`src/rtl/dac_sched_pkg.sv`:
```
// dac_sched_pkg: shared state, frame-control and code-conversion items
// for the dual-DAC SPI scheduler.
package dac_sched_pkg;

  typedef enum logic [2:0] {
    IDLE,
    LOAD_A,
    SHIFT_A,
    GAP,
    LOAD_B,
    SHIFT_B,
    LATCH
  } state_t;

  localparam logic CH_A        = 1'b0;
  localparam logic CH_B        = 1'b1;
  localparam logic CTRL_BUF    = 1'b0;
  localparam logic CTRL_GA_N   = 1'b1;
  localparam logic CTRL_SHDN_N = 1'b1;

  localparam int CLAMP_MIN   = -2048;
  localparam int CLAMP_MAX   = 2047;
  localparam int CODE_OFFSET = 2048;

  function automatic logic [11:0] to_code(
    input logic signed [31:0] s
  );
    logic signed [31:0] c;
    c = s;
    if (s < CLAMP_MIN)
      c = CLAMP_MIN;
    else if (s > CLAMP_MAX)
      c = CLAMP_MAX;
    return 12'(c + CODE_OFFSET);
  endfunction

  function automatic logic [15:0] make_frame(
    input logic        ch,
    input logic [11:0] code
  );
    return {ch, CTRL_BUF, CTRL_GA_N,
            CTRL_SHDN_N, code};
  endfunction

endpackage

```
`src/rtl/dac_spi_shifter.sv`:
```
// dac_spi_shifter: 16-bit MSB-first SPI shifter with SCLK divider,
// bit counter and a done strobe on the last high half.
module dac_spi_shifter #(
  parameter int CLK_DIV = 2
) (
  input  logic        clk,
  input  logic        rst_n,
  input  logic        load,
  input  logic [15:0] frame,
  output logic        active,
  output logic        sclk,
  output logic        mosi,
  output logic        done
);

  localparam logic [7:0] DIV_LAST = 8'(CLK_DIV - 1);

  logic [15:0] sr;
  logic [7:0]  div;
  logic [3:0]  bitc;
  logic        div_end;

  assign div_end = (div == DIV_LAST);
  assign done    = active && sclk && div_end
                   && (bitc == 4'd15);

  always_ff @(posedge clk) begin
    if (!rst_n) begin
      sr     <= '0;
      div    <= '0;
      bitc   <= '0;
      active <= 1'b0;
      sclk   <= 1'b0;
      mosi   <= 1'b0;
    end else if (load) begin
      sr     <= frame;
      mosi   <= frame[15];
      div    <= '0;
      bitc   <= '0;
      sclk   <= 1'b0;
      active <= 1'b1;
    end else if (active) begin
      if (div_end) begin
        div  <= '0;
        sclk <= ~sclk;
        // data advances only on the falling edge
        if (sclk) begin
          sr   <= {sr[14:0], 1'b0};
          mosi <= sr[14];
          bitc <= bitc + 4'd1;
          if (bitc == 4'd15)
            active <= 1'b0;
        end
      end else begin
        div <= div + 8'd1;
      end
    end
  end

endmodule

```
`src/rtl/dac_spi_scheduler.sv`:
```
// dac_spi_scheduler: sequences channel A/B frames onto a shared DAC SPI bus.
// DAC_LDAC_SYNC_EN adds a LATCH phase pulsing ldac_n; otherwise ldac_n is tied low.
module dac_spi_scheduler
  import dac_sched_pkg::*;
#(
  parameter int N       = 16,
  parameter int CLK_DIV = 2,
  parameter int CS_GAP  = 2
) (
  input  logic                clk,
  input  logic                rst_n,
  input  logic                en,
  input  logic                sample_tick,
  input  logic [1:0]          run,
  input  logic signed [N-1:0] sample_a,
  input  logic signed [N-1:0] sample_b,
  output logic                busy,
  output logic                overrun,
  output logic                spi_cs_n,
  output logic                spi_sclk,
  output logic                spi_mosi,
  output logic                ldac_n
);

  localparam logic [7:0] GAP_LAST = 8'(CS_GAP - 1);
`ifdef DAC_LDAC_SYNC_EN
  localparam logic [7:0] LAT_LAST = 8'(CS_GAP + 1);
`endif

  state_t      state_q, state_n;
  logic [7:0]  cnt_q, cnt_n;
  logic [15:0] frame_b_q;
  logic        run_b_q;
  logic        overrun_q;
  logic        cap, load, fin;
  logic [15:0] ld_frame;
  logic [15:0] frame_a_in, frame_b_in;
  logic        sh_active, sh_done;
`ifndef DAC_LDAC_SYNC_EN
  logic        tail_q, tail_n;
`endif

  assign frame_a_in =
    make_frame(CH_A, to_code(32'(sample_a)));
  assign frame_b_in =
    make_frame(CH_B, to_code(32'(sample_b)));

  always_comb begin
    state_n  = state_q;
    cnt_n    = '0;
    cap      = 1'b0;
    load     = 1'b0;
    fin      = 1'b0;
    ld_frame = frame_b_q;
`ifndef DAC_LDAC_SYNC_EN
    tail_n   = tail_q;
`endif
    unique case (state_q)
      IDLE: begin
        if (en && sample_tick && (run != 2'b00)) begin
          cap  = 1'b1;
          load = 1'b1;
          if (run[0]) begin
            state_n  = LOAD_A;
            ld_frame = frame_a_in;
          end else begin
            state_n  = LOAD_B;
            ld_frame = frame_b_in;
          end
        end
      end
      LOAD_A: state_n = SHIFT_A;
      SHIFT_A: begin
        if (sh_done) begin
          if (run_b_q && en)
            state_n = GAP;
          else
            fin = 1'b1;
        end
      end
      GAP: begin
        cnt_n = cnt_q + 8'd1;
        if (cnt_q == GAP_LAST) begin
          cnt_n = '0;
`ifndef DAC_LDAC_SYNC_EN
          if (tail_q) begin
            state_n = IDLE;
            tail_n  = 1'b0;
          end else
`endif
          begin
            load    = 1'b1;
            state_n = LOAD_B;
          end
        end
      end
      LOAD_B: state_n = SHIFT_B;
      SHIFT_B: begin
        if (sh_done)
          fin = 1'b1;
      end
`ifdef DAC_LDAC_SYNC_EN
      LATCH: begin
        cnt_n = cnt_q + 8'd1;
        if (cnt_q == LAT_LAST)
          state_n = IDLE;
      end
`endif
      default: state_n = IDLE;
    endcase
    // last frame done: wait out the CS gap before release
    if (fin) begin
`ifdef DAC_LDAC_SYNC_EN
      state_n = LATCH;
`else
      state_n = GAP;
      tail_n  = 1'b1;
`endif
    end
  end

  always_ff @(posedge clk) begin
    if (!rst_n) begin
      state_q   <= IDLE;
      cnt_q     <= '0;
      frame_b_q <= '0;
      run_b_q   <= 1'b0;
      overrun_q <= 1'b0;
    end else begin
      state_q   <= state_n;
      cnt_q     <= cnt_n;
      overrun_q <= sample_tick && (state_q != IDLE);
      if (cap) begin
        frame_b_q <= frame_b_in;
        run_b_q   <= run[1];
      end
    end
  end

`ifdef DAC_LDAC_SYNC_EN
  logic ldac_q;

  always_ff @(posedge clk) begin
    if (!rst_n)
      ldac_q <= 1'b1;
    else
      ldac_q <= !((state_n == LATCH)
                  && (cnt_n >= 8'(CS_GAP)));
  end

  assign ldac_n = ldac_q;
`else
  always_ff @(posedge clk) begin
    if (!rst_n)
      tail_q <= 1'b0;
    else
      tail_q <= tail_n;
  end

  assign ldac_n = 1'b0;
`endif

  dac_spi_shifter #(
    .CLK_DIV (CLK_DIV)
  ) u_shifter (
    .clk    (clk),
    .rst_n  (rst_n),
    .load   (load),
    .frame  (ld_frame),
    .active (sh_active),
    .sclk   (spi_sclk),
    .mosi   (spi_mosi),
    .done   (sh_done)
  );

  assign spi_cs_n = ~sh_active;
  assign busy     = (state_q != IDLE);
  assign overrun  = overrun_q;

endmodule

```
`config.mk`:
```
export PLATFORM = sky130hd
export DESIGN_NAME = dac_spi_scheduler
export DESIGN_NICKNAME = d
export VERILOG_FILES = /design/src/rtl/dac_sched_pkg.sv /design/src/rtl/dac_spi_shifter.sv /design/src/rtl/dac_spi_scheduler.sv
export SDC_FILE = /design/constraint.sdc
export NUM_CORES = 1
export LEC_CHECK = 0
export CORE_MARGIN = 2
export CORE_UTILIZATION = 25
export DETAILED_ROUTE_END_ITERATION = 8
export GPL_TIMING_DRIVEN = 0
export SLEW_MARGIN = 0
export SYNTH_ARGS = -nofsm -noshare
export SYNTH_HDL_FRONTEND = slang
export SYNTH_SLANG_ARGS = --single-unit
```
`constraint.sdc`:
```
create_clock -name clk -period 3 [get_ports clk]
set_clock_uncertainty 0.2 [all_clocks]
set_input_delay 0.6 -clock clk [delete_from_list [all_inputs] [get_ports clk]]
set_output_delay 0.6 -clock clk [all_outputs]
set_load 0.02 [all_outputs]
```
==> impl_metrics.csv, run 1 <==
group,metric,value,unit
critical_path,crit_path_start_kind,"flop",
clock_tree,cts.clk_slew.worst_paths,0.05,ns
critical_path,worstSetupPathType,"reg2out",
timing,tns,0,ns
critical_path,worst_path_dominant_cell_family,"buffers and inverters",
placed_design,gp_congestion,0.8457,
yosys,synth_area,0.003040,mm^2
yosys,synthArstFlopShare,0,%
routing,wirelength,8135,um
clock_tree,cts_resized,0,
timing,setup_viol,0,
clock_tree,cts_buffer_depth,2,
clock_tree,clkLatencyLatePin,0.32,ns
yosys,synth_edf_count,0,
timing,fin_crit,2.704,ns
routing,drt.antenna.violating_nets,0,
yosys,syn-num-nets,411,
yosys,netlist-cell-type-count,59,
floorplanning,initial_utilization,25.42,%
timing,drv_slew,0,
yosys,syn_inst,368,
yosys,avgSynthCellArea,8.262,um^2
pwr,power.internal,1.680,mW
pwr,p_per_area,567.0,mW/mm^2
timing,max-slew-margin-rel,49.68,%
timing,period_share,90.12,%
placed_design,placed_cells,557,
floorplanning,core,0.01196,mm^2
layout,final_common_cell,"dfxtp_1",
critical_path,cp.arrival,1.90,ns
pwr,pwr-share-comb,16.4,%
job,maxCapViolations,0,
pwr,power_switching,0.5619,mW
placed_design,portBuffers,42,
global_routing,gr-total-overflow,0,
routing,vias_per_cell,5.099,
yosys,synth_top_flop_cell,"dfxtp_1",
critical_path,crit_slowest_cell,"clkdlybuf4s50_1",
pwr,netSwitchingFraction,25.06,%
placed_design,hpwlAfterDp,6049,um
critical_path,crit_buf_inv,3,
floorplanning,num_rows,40,
critical_path,worstPathCellList,"clkbuf_1 -> nor3_4 -> inv_1 -> clkdlybuf4s50_1",
global_routing,grt_max_degree,11,
layout,layout_common_cells,"dfxtp_1 (57), nand2_1 (42), clkdlybuf4s50_1 (42)",
clock_tree,cts_sinks,57,
routing,drc,0,
pwr,power_frac_seq,37.2,%
timing,fmax,369.9,MHz
global_routing,grt_pass1_vias,2730,
critical_path,max_stage_delay,0.64,ns
clock_tree,tritoncts,"yes",
hold_path,min_path_type,"reg2reg",
layout,diodes,0,
timing,hold_viol,0,
yosys,yosys_warnings,0,
floorplanning,boundaryPins,44,
clock_tree,cts_buffers,9,
yosys,ys_ff_latch,57,
global_routing,grt_pass1_wl,13720,um
global_routing,grt_usage,13.17,%
critical_path,required,2.20,ns
routing,via_count,2922,
timing,rsz0062_at_grt,"no",
layout,drive_gt1_share,8.685,%
layout,area_growth,30.04,%
floorplanning,die_w,114.3,um
routing,drt_iter0_markers,110,
floorplanning,die_area,0.01306,mm^2
clock_tree,cts_setup_buffers,0,
layout,fin_cells,573,
clock_tree,ctsHoldBuffers,0,
clock_tree,clockRootBuffer,"clkbuf_16",
timing,worst_slew_pin_slew,0.7446,ns
clock_tree,htree_levels,3,
layout,fin_nets,464,
pwr,ir_drop,0.3274,mV
critical_path,crit_fanout,9,
routing,wl_per_cell,14.20,um
run_status,status,"complete, no violations",
critical_path,endpoint_kind,"primary output",
yosys,yosysSeqAreaShare,37.53,%
global_routing,antenna_found_initial,0,
pwr,p_leak,1.311,nW
pwr,power_frac_clock,46.4,%
routing,drtPass1Iterations,4,
floorplanning,die_h,114.3,um
-- cell usage after synthesis, types with 3 or more instances --
| cell type | count | area, um^2 |
|---|---|---|
| nor4_1 | 5 | 31.28 |
| ha_1 | 5 | 62.56 |
| nor2_1 | 32 | 120.1 |
| buf_2 | 6 | 30.03 |
| o21ai_0 | 34 | 170.2 |
| o21ai_1 | 6 | 30.03 |
| a2111oi_0 | 10 | 87.58 |
| nor3_1 | 5 | 25.02 |
| o211ai_1 | 3 | 22.52 |
| xnor2_1 | 9 | 78.83 |
| a211oi_1 | 5 | 37.54 |
| nand4_1 | 11 | 68.82 |
| o31ai_1 | 4 | 30.03 |
| a21boi_0 | 10 | 75.07 |
| clkbuf_1 | 16 | 60.06 |
| dfxtp_1 | 57 | 1141 |
| o31a_1 | 9 | 78.83 |
| xor2_1 | 7 | 61.31 |
| nand2_1 | 42 | 157.7 |
| a21oi_1 | 20 | 100.1 |
| inv_1 | 9 | 33.78 |
| nand3_1 | 8 | 40.04 |
| a311oi_1 | 9 | 78.83 |
-- area by class of cell --
class | count | area (um^2)
Fill cell | 1227 | 8008
Inverter | 9 | 33.78
Timing Repair Buffer | 42 | 420.4
Clock inverter | 2 | 35.03
Clock buffer | 14 | 274.0
Multi-Input combinational cell | 275 | 1733
Tap cell | 147 | 183.9
Sequential cell | 57 | 1141
Buffer | 27 | 132.6
-- registers in the layout (all words and copies together), names as in the netlist --
register,cells
u_shifter.sr,15
frame_b_q,13
cnt_q,8
u_shifter.div,8
u_shifter.bitc,4
state_q,3
overrun,1
run_b_q,1
tail_q,1
u_shifter.active,1
u_shifter.mosi,1
u_shifter.sclk,1
-- worst reg2reg max path, stage by stage (launching register included) --
cell,delay (ns)
dfxtp_1,0.39
ha_1,0.20
nor4bb_1,0.67
nand3_1,0.43
o2111a_1,0.37
a311oi_2,0.22
-- worst paths after layout --
check	cells past startpoint	slack, ns	from	end
hold reg to reg	2	0.26	u_shifter.sr[14]	u_shifter.sr[14]
setup / recovery	4	0.30	state_q[0]	busy
hold / removal	2	0.26	u_shifter.sr[14]	u_shifter.sr[14]
setup reg to reg	5	0.44	u_shifter.div[0]	u_shifter.sr[1]
-- power groups by stage --
stage	logic (mW)	clock network, mW	registers (mW)
2_1_floorplan	0.229	0	0.844
3_3_place_gp	0.361	0	0.847
3_5_place_dp	0.365	0	0.848
4_1_cts	0.367	1.06	0.833
5_1_grt	0.409	1.09	0.838
6_report	0.368	1.04	0.833
-- kinds of logic (layout without fill, tap and decap cells) --
kind of cell / count (synthesis) / count (layout) / synth area share [%]
AOI/OAI and AO/OA: 128 / 128 / 29.63
and+or+nand+nor: 124 / 124 / 20.25
DFF: 57 / 57 / 37.53
buffers and inverters: 36 / 94 / 5.473
xor gates and xnor gates: 16 / 16 / 4.609
adders and majority gates: 5 / 5 / 2.058
other: 1 / 1 / 0.1233
muxes: 1 / 1 / 0.3292
-- metal layers --
layer | up-vias | track usage [%] | wire [um]
li1 | 1472 | - | -
met1 | 1374 | 18.44 | 3986
met2 | 67 | 19.96 | 3683
met3 | 9 | 1.588 | 315
met4 | 0 | 6.585 | 150
met5 | - | 0 | 0
-- through the flow --
stage          worst slack (ns)  utilization, %  hold slack, ns  cell area, um^2  power [mW]
2_1_floorplan            0.7675               -          0.2325             3040       1.073
3_3_place_gp            0.03328           30.47          0.2454             3645       1.208
3_5_place_dp            0.06032           30.47          0.2492             3645       1.213
4_1_cts                  0.2960           33.05          0.2544             3954       2.255
5_1_grt                  0.1862           33.05          0.2798             3954       2.340
6_report                 0.2965           33.05          0.2564             3954       2.242
No activity file was read; power rests on OpenSTA's default activity.
==> run 2: changes to the inputs <==
--- a/config.mk
+++ b/config.mk
@@ -7,6 +7,7 @@
 export LEC_CHECK = 0
 export CORE_MARGIN = 2
 export CORE_UTILIZATION = 25
+export CTS_BUF_LIST = sky130_fd_sc_hd__clkbuf_16
 export DETAILED_ROUTE_END_ITERATION = 8
 export GPL_TIMING_DRIVEN = 0
 export SLEW_MARGIN = 0
==> impl_metrics.csv, run 2 (same netlist as run 1, synthesis figures left out) <==
group,metric,value,unit
timing,fin_hold_ws,0.2545,ns
pwr,power.internal,1.596,mW
global_routing,gr-total-overflow,0,
global_routing,grt_usage,13.03,%
layout,stdcell_area,0.003924,mm^2
layout,fin_nets,464,
layout,largest_reg_flops,15,
routing,drc,0,
pwr,netSwitchingFraction,25.80,%
layout,layout_common_cells,"dfxtp_1 (57), nand2_1 (42), clkdlybuf4s50_1 (42)",
placed_design,detailed_place.area,0.003645,mm^2
layout,fin_cells,573,
pwr,pwr-share-comb,17.1,%
timing,fin_crit,2.696,ns
pwr,power_frac_clock,44.1,%
layout,regMostFlops,"u_shifter.sr",
run_status,status,"complete, no violations",
critical_path,endpoint_kind,"primary output",
hold_path,hp-start,"u_shifter.sr[14]",
global_routing,grt_pass1_wl,13660,um
floorplanning,num_rows,40,
placed_design,portBuffers,42,
routing,drtPass1Iterations,4,
critical_path,crit_slowest_cell,"clkdlybuf4s50_1",
pwr,power_frac_seq,38.7,%
critical_path,crit_path_start_kind,"flop",
layout,top_regs,"u_shifter.sr x15, frame_b_q x13",
floorplanning,boundaryPins,44,
routing,wirelength,8082,um
layout,diodes,0,
pwr,finalPower,2.151,mW
floorplanning,die_h,114.3,um
floorplanning,initial_utilization,25.42,%
critical_path,max_stage_delay,0.64,ns
floorplanning,die_area,0.01306,mm^2
clock_tree,cts_sinks,57,
global_routing,grt_max_degree,11,
job,maxCapViolations,0,
layout,nFillCells,1228,
timing,fmax,371.0,MHz
timing,rsz0062_at_grt,"no",
timing,worst_slew_pin_slew,0.8012,ns
hold_path,min_to,"u_shifter.sr[14]",
clock_tree,cts.clk_slew.worst_paths,0.05,ns
hold_path,min_path_cells,2,
layout,area_growth,29.05,%
clock_tree,cts_setup_buffers,0,
floorplanning,core,0.01196,mm^2
placed_design,gp_congestion,0.8457,
critical_path,reg2reg_depth,5,
clock_tree,tritoncts,"yes",
placed_design,placed_cells,557,
pwr,p_per_area,548.1,mW/mm^2
clock_tree,cts_resized,0,
global_routing,antenna_found_initial,0,
critical_path,r2r_setup_slack,0.38,ns
pwr,ir_drop,0.3253,mV
routing,vias_per_cell,5.136,
critical_path,required,2.20,ns
floorplanning,die_w,114.3,um
routing,drt.antenna.violating_nets,0,
clock_tree,htree_levels,3,
critical_path,worstSetupPathType,"reg2out",
hold_path,min_path_type,"reg2reg",
timing,max-slew-margin-rel,45.86,%
clock_tree,cts_buffer_depth,2,
critical_path,rr_startpoint,"u_shifter.div[0]",
routing,drt_iter0_markers,130,
timing,hold_viol,0,
global_routing,grt_pass1_vias,2720,
routing,wl_per_cell,14.10,um
pwr,p_leak,1.303,nW
critical_path,cp.arrival,1.90,ns
clock_tree,clockRootBuffer,"clkbuf_16",
timing,setup_viol,0,
timing,drv_slew,0,
timing,period_share,89.85,%
placed_design,hpwlAfterDp,6049,um
layout,drive_gt1_share,7.981,%
timing,tns,0,ns
clock_tree,clkLatencyLatePin,0.32,ns
critical_path,r2r_end,"u_shifter.sr[1]",
clock_tree,ctsHoldBuffers,0,
layout,final_common_cell,"dfxtp_1",
critical_path,crit_fanout,9,
critical_path,worstPathCellList,"clkbuf_1 -> nor3_4 -> inv_1 -> clkdlybuf4s50_1",
routing,via_count,2943,
pwr,power_switching,0.5548,mW
clock_tree,cts_buffers,9,
==> run 2: worst max-delay path by stage <==
| stage | cells past startpoint | to | slack [ns] | startpoint |
|---|---|---|---|---|
| floorplan | 6 | u_shifter.sr[11] | 0.77 | u_shifter.div[0] |
| global placement | 7 | u_shifter.sr[11] | 0.03 | run[0] |
| detailed placement | 7 | u_shifter.sr[11] | 0.06 | run[0] |
| CTS | 4 | busy | 0.30 | state_q[0] |
| global route | 4 | busy | 0.19 | state_q[0] |
| finish | 4 | busy | 0.30 | state_q[0] |
==> run 2: final cells by class <==
cell class              count  area (um^2)  share of cell area [%]
inverters                   9        33.78                  0.8610
repair buffers             42        420.4                   10.71
clock inverters             7        53.80                   1.371
multi-input cells         275         1733                   44.16
flip-flops and latches     57         1141                   29.08
clock buffers               9        225.2                   5.740
well taps                 147        183.9                   4.687
plain buffers              27        132.6                   3.380
==> run 2: worst max-delay path: cells and delay by family (launching register included) <==
family	cells	cell delay (ns)
DFF	1	0.30
buffers and inverters	3	1.19
and+or+nand+nor	1	0.08
==> run 2: power by group through the flow <==
stage	combinational (mW)	sequential [mW]	clock (mW)
floorplan	0.229	0.844	0
global placement	0.361	0.847	0
detailed placement	0.365	0.848	0
CTS	0.367	0.833	0.964
global route	0.409	0.838	1.00
finish	0.368	0.833	0.949
==> run 2: routing by layer <==
layer	vias to the layer above	GRT usage [%]	share of wire (%)
met5	-	0	0
met4	0	6.341	2.5
met3	13	1.271	3.5
met2	74	19.88	45
met1	1386	18.41	49
li1	1470	-	-
==> run 2: metrics by stage <==
step	worst slack [ns]	utilization (%)
after detailed placement	0.06032	30.47
after global routing	0.1906	32.80
after floorplan	0.7675	-
after CTS	0.2992	32.80
final	0.3044	32.80
after global placement	0.03328	30.47
